===== src/rtl/s2p_frame_sequencer.sv =====
// s2p_frame_sequencer: streams a parallel word LSB-first into an 8-bit serial-to-parallel
// output register (sclk/sdata), then strobes its latch; also issues on-demand clears.
module s2p_frame_sequencer #(
  parameter int WIDTH = 8,
  parameter int DIV   = 4
) (
  input  logic             clk,
  input  logic             reset_n,
  input  logic             in_valid,
  input  logic [WIDTH-1:0] in_data,
  output logic             in_ready,
  input  logic             clr_req,
  output logic             sclk,
  output logic             sdata,
  output logic             slatch,
  output logic             sclr,
  output logic             busy,
  output logic             done
);
  localparam int DW = $clog2(DIV + 1);
  localparam int BW = $clog2(WIDTH + 1);
  localparam logic [DW-1:0] DIV_LAST = DW'(DIV - 1);
  localparam logic [BW-1:0] BIT_LAST = BW'(WIDTH);

  typedef enum logic [2:0] {IDLE, SHIFT_LO, SHIFT_HI, LATCH, CLEAR, DONE} state_t;

  state_t           state, state_n;
  logic [DW-1:0]    div, div_n;
  logic [BW-1:0]    bcnt, bcnt_n;
  logic [WIDTH-1:0] sreg, sreg_n;
  logic             tick;

  assign tick = div == DIV_LAST;

  always_comb begin
    state_n = state;
    div_n   = tick ? '0 : div + 1'b1;
    bcnt_n  = bcnt;
    sreg_n  = sreg;
    case (state)
      IDLE: begin
        div_n = '0;
        if (clr_req) state_n = CLEAR;
        else if (in_valid) begin
          state_n = SHIFT_LO;
          sreg_n  = in_data;
          bcnt_n  = '0;
        end
      end
      SHIFT_LO: state_n = tick ? SHIFT_HI : SHIFT_LO;
      SHIFT_HI: if (tick) begin
        sreg_n  = sreg >> 1;
        bcnt_n  = bcnt + 1'b1;
        state_n = (bcnt_n == BIT_LAST) ? LATCH : SHIFT_LO;
      end
      LATCH:   state_n = tick ? DONE : LATCH;
      CLEAR:   state_n = tick ? DONE : CLEAR;
      DONE: begin
        div_n   = '0;
        state_n = IDLE;
      end
      default: state_n = IDLE;
    endcase
  end

  // Outputs are decoded from the next state and registered, so they change only on clk edges.
  always_ff @(posedge clk or negedge reset_n) begin
    if (!reset_n) begin
      state    <= IDLE;
      div      <= '0;
      bcnt     <= '0;
      sreg     <= '0;
      sclk     <= 1'b0;
      sdata    <= 1'b0;
      slatch   <= 1'b0;
      sclr     <= 1'b0;
      done     <= 1'b0;
      busy     <= 1'b0;
      in_ready <= 1'b1;
    end else begin
      state    <= state_n;
      div      <= div_n;
      bcnt     <= bcnt_n;
      sreg     <= sreg_n;
      sclk     <= state_n == SHIFT_HI;
      sdata    <= (state_n == SHIFT_LO || state_n == SHIFT_HI) && sreg_n[0];
      slatch   <= state_n == LATCH;
      sclr     <= state_n == CLEAR;
      done     <= state_n == DONE;
      busy     <= state_n != IDLE;
      in_ready <= state_n == IDLE;
    end
  end
endmodule


===== config.mk =====
export PLATFORM = sky130hd
export DESIGN_NAME = s2p_frame_sequencer
export DESIGN_NICKNAME = d
export VERILOG_FILES = /design/src/rtl/s2p_frame_sequencer.sv
export SDC_FILE = /design/constraint.sdc
export NUM_CORES = 1
export LEC_CHECK = 0
export CORE_MARGIN = 4
export CORE_UTILIZATION = 40
export CTS_CLUSTER_DIAMETER = 40
export DETAILED_ROUTE_END_ITERATION = 8
export PLACE_DENSITY = 0.61
export SYNTH_ARGS = -nofsm -noshare
export SYNTH_HDL_FRONTEND = slang
export SYNTH_SLANG_ARGS = --single-unit

===== constraint.sdc =====
create_clock -name clk -period 5.12 [get_ports clk]
set_clock_uncertainty 0.15 [all_clocks]
set_input_delay 1.28 -clock clk [delete_from_list [all_inputs] [get_ports clk]]
set_output_delay 1.28 -clock clk [all_outputs]
set_load 0.05 [all_outputs]

=== Word-level counts from Yosys, hierarchy flattened ===
Index checks and enable logic that the tools add are counted.

* Input bits: 12
* Memory bits (read-only): 0
* Register bits after elaboration: 25
* Memory bits (writable): 0
* Memories: 0
* Latch bits: 0

* Equal/unequal tests: 15
* $lt $le $gt $ge: 0
* Div/mod/pow operators: 0
* $mul: 0
* Shifts and indexed selects: 0
* Bitwise logic cells: 0
* Reduce and logical (&&, ||, !) cells: 8
* Mux-type cells: 18
* Add/sub/neg operators: 2

{| class="wikitable"
|+ Operators by type and width
! kind !! count
|-
| 8-bit two-way mux || 3
|-
| 3-bit two-way mux || 6
|-
| 8-bit case mux with 2 select lines || 1
|-
| 3-bit by 2-bit == test with 1-bit output, second input constant || 5
|-
| 3-bit case mux with 5 select lines || 1
|-
| 3-bit == test, second input constant || 4
|-
| 4-bit two-way mux || 3
|-
| 4-bit case mux with 2 select lines || 1
|-
| 3-bit by 1-bit == test with 1-bit output, second input constant || 2
|-
| 3-bit logical NOT || 2
|-
| 2-bit inequality test, second input constant || 3
|-
| 4-bit by 1-bit adder with 4-bit output, second input constant || 1
|-
| 4-bit == test, second input constant || 1
|-
| 2-bit two-way mux || 2
|-
| 4-bit AND reduction || 1
|-
| 3-bit by 1-bit adder with 3-bit output, second input constant || 1
|-
| 3-bit nonzero test || 1
|-
| 2-bit nonzero test || 1
|-
| 2-bit OR reduction || 1
|-
| 1-bit logical AND || 1
|-
| 1-bit logical OR || 1
|-
| 1-bit two-way mux || 1
|}

=== Depth between registers and ports, before layout ===
* Word-level depth: 8
* Depth in mapped cells: 7
* Mapped depth without buffers: 5

=== Least setup slack after synthesis ===
Ideal clock, no wire load.

* Kind: input -> register
* Start: input port clr_req
* End: register bcnt[1]
* Cell stages on the path: 4
* Arrival: 1975 ps
* Slack: 2874 ps
* Required time: 4848 ps
* Library setup time: 122 ps
* Path through: nor4_4 a22oi_1 buf_2 a32o_1

* Longest elaborated chain between the ends: 2

{| class="wikitable"
|+ Ends and longest elaborated chain
! what !! RTL line !! RTL
|-
| from (decl) || 12 || <nowiki>input logic clr_req,</nowiki>
|-
| 2-bit inequality test (no source line) || n/a ||
|-
| 4-bit AND reduction (no source line) || n/a ||
|-
| to (signal assigned) || 83 || <nowiki>bcnt <= bcnt_n;</nowiki>
|-
| to (decl) || 29 || <nowiki>logic [BW-1:0] bcnt, bcnt_n;</nowiki>
|}

No other way between the ends.
A chain may end at the register's enable or synchronous reset.

=== Final worst setup path ===
* Start: register in_ready
* End: output port in_ready

{| class="wikitable"
|+ RTL lines
! what !! RTL line !! RTL
|-
| from (decl) || 11 || <nowiki>output logic in_ready,</nowiki>
|-
| from (signal assigned) || 79 || <nowiki>in_ready <= 1'b1;</nowiki>
|-
| from (signal assigned) || 91 || <nowiki>in_ready <= state_n == IDLE;</nowiki>
|}

No word-level cell between the ends.

==> impl_metrics.json <==
{
  "yosysTopAreaCellShare_pct": 49.3,
  "num_rows": 19,
  "clk_pin_slew_ps": 140,
  "synthFlopType": "dfrtp_1",
  "crit_slowest_cell": "clkdlybuf4s50_1",
  "met2_length_um": 1080,
  "synth.cell_area_um2": 1220,
  "detail-route-antenna-nets": 0,
  "core-area_um2": 2830,
  "critPathTopFamily": "buffers and inverters",
  "syn_to_final_growth_pct": 16.6,
  "synth_async_sr_flop_share_pct": 100,
  "yosysWarnings": 0,
  "ioPinCount": 19,
  "slew-limit-headroom_pct": 25.8,
  "finalMaxSlewViolations": 0,
  "root_buffer": "clkbuf_4",
  "die_w_um": 63.2,
  "insertion_delay_ps": 320,
  "chipHeight_um": 63.2,
  "crit_path_end_kind": "primary output",
  "dr_total_vias": 881,
  "clkSinkCount": 25,
  "post_cts_resized": 0,
  "grt_pass1_wl_um": 3990,
  "wl_per_cell_um": 14.1,
  "htreeDepth": 1,
  "yosys-top-cells-area": "dfrtp_1 (49%), nand2_1 (6.5%), a22oi_1 (4.3%)",
  "gp_congestion": 0.821,
  "antenna_found_initial": 0,
  "cts_tree": "built",
  "layout_min_cycle_time_ps": 3080,
  "pwr-share-comb_pct": 36.9,
  "grt_pass1_vias": 894,
  "required_ps": 3690,
  "synth.largest_area_cell": "dfrtp_1",
  "fin_nets": 147,
  "max_stage_delay_ps": 790,
  "cts_hold_buf": 0,
  "dr_wl_met3_um": 67,
  "grtUsageTotal_pct": 12.6,
  "syn_inst": 116,
  "cts_max_path_buffers": 2,
  "p_clk_share_pct": 13.7,
  "drive_above_1_share_pct": 6.87,
  "ir_drop_v": 0.000201,
  "cp_cell_sequence": "clkdlybuf4s50_1",
  "synth_most_common_cell": "dfrtp_1",
  "fin_total_pwr_w": 0.000652,
  "synth-edff-count": 0,
  "tightest_slew_ps": 1110,
  "drc_errors": 0,
  "drt_iter0_drc": 25,
  "rsz0062_at_grt": "false",
  "syn_avg_cell_area_um2": 10.5,
  "p_seq_share_pct": 49.4,
  "ys_types": 37,
  "maxCapViolations": 0,
  "clock.fmax_mhz": 325,
  "path_buf_inv": 1,
  "power_density_nw_per_um2": 459,
  "critPathLaunchType": "register",
  "ys_seq_area_share_pct": 51.5,
  "wirelength_um": 2280,
  "switching_power_w": 0.000259,
  "routed.top_layer": "met4",
  "status": "finished, final reports clean",
  "cts_buffers": 3,
  "leakage_nw": 0.626,
  "setup_viol": 0,
  "start_util_pct": 43.0,
  "p_int_w": 0.000392,
  "grt_max_degree": 26,
  "firstDrtPassIters": 5,
  "synth_fp_nets": 131,
  "path_class": "reg2out",
  "cp_max_fo": 1,
  "wl_met1_um": 1090,
  "io_buffers": 18,
  "design.die.area_um2": 3990,
  "r2r_setup_slack_ps": 2940,
  "viasPerCell": 5.44,
  "fin_setup_tns_ps": 0,
  "hold_viol_final": 0,
  "fillers": 251,
  "grt-ovfl-total": 0,
  "period_share_pct": 60.1,
  "synthTopCellsByCount": "dfrtp_1 (24), nand2_1 (21), a22oi_1 (7)",
  "p_sw_share_pct": 39.8,
  "diodes": 0,
  "hpwl_um": 1630,
  "synth-seq-cells": 25,
  "hp-class": "reg2reg",
  "crit_arrival_ps": 1650,
  "cts_setup_buffers": 0
}
-- power by group through the flow --
stage,Clock (W),Sequential [W],Combinational [W]
floorplan,0,0.000347,0.000158
global placement,0,0.000324,0.000241
detailed placement,0,0.000326,0.000243
CTS,0.0000939,0.000322,0.000244
global route,0.000102,0.000332,0.000267
finish,0.0000893,0.000322,0.000240
-- cell type report --
class	instances	area, um^2	area share, %
sequential	25	627	44.1
inverter	3	11.3	0.793
clock inverter	1	5.00	0.352
multi-input combinational	81	536	37.7
clock buffer	3	22.5	1.59
timing repair buffer	18	180	12.7
tap	31	38.8	2.73
-- worst paths after layout --
| kind | from | to | cells past startpoint |
|---|---|---|---|
| hold reg to reg | div[0] | div[0] | 1 |
| max in group asynchronous | reset_n | sreg[0] | 1 |
| min in group asynchronous | reset_n | sclk | 1 |
| setup / recovery | in_ready | in_ready | 1 |
| setup reg to reg | div[0] | bcnt[0] | 4 |
| hold / removal | div[0] | div[0] | 1 |
-- per-layer routing --
metal | global-route usage, % | up-vias
li1 | - | 439
met1 | 15.9 | 421
met2 | 20.4 | 17
met3 | 2.84 | 4
met4 | 5.66 | 0
met5 | 0 | -
-- placed cells by master (no fill, tap or decap), types with 2 or more instances in the layout --
cell type and count:
dfrtp_1 24, nand2_1 21, clkdlybuf4s50_1 18, a22oi_1 7
nor2b_1 6, nand3_1 5, nor2_1 4, a21oi_1 4
inv_1 3, and2_1 3, o21ai_1 3, ha_1 3
clkbuf_4 3, xnor2_1 2, o21a_1 2, a32o_1 2
-- state kept, by name, indices dropped and copies added (netlist names) --
register / count
bcnt: 4
busy: 1
state: 3
slatch: 1
div: 3
in_ready: 1
sclr: 1
sclk: 1
sdata: 1
done: 1
sreg: 8
-- stage by stage --
stage	setup slack (ps)	std cells	area (um^2)	hold WS, ps	util, %
2_1_floorplan	2870	116	1220	269	-
3_3_place_gp	2010	158	1390	282	49.2
3_5_place_dp	1960	158	1390	289	49.2
4_1_cts	2020	162	1420	309	50.2
5_1_grt	2000	162	1420	330	50.2
6_report	2040	162	1420	304	50.2
-- logic make-up after synthesis --
kind of cell,count (synthesis),synth area share [%]
AO/OA/AOI/OAI,26,16.0
XOR/XNOR,3,2.16
adder cells (fa/ha/maj),3,3.08
buffers and inverters,10,4.52
flip-flops,25,51.5
multiplexers,2,1.75
AND/OR/NAND/NOR,47,21.0
No activity file was read; power rests on OpenSTA's default activity.
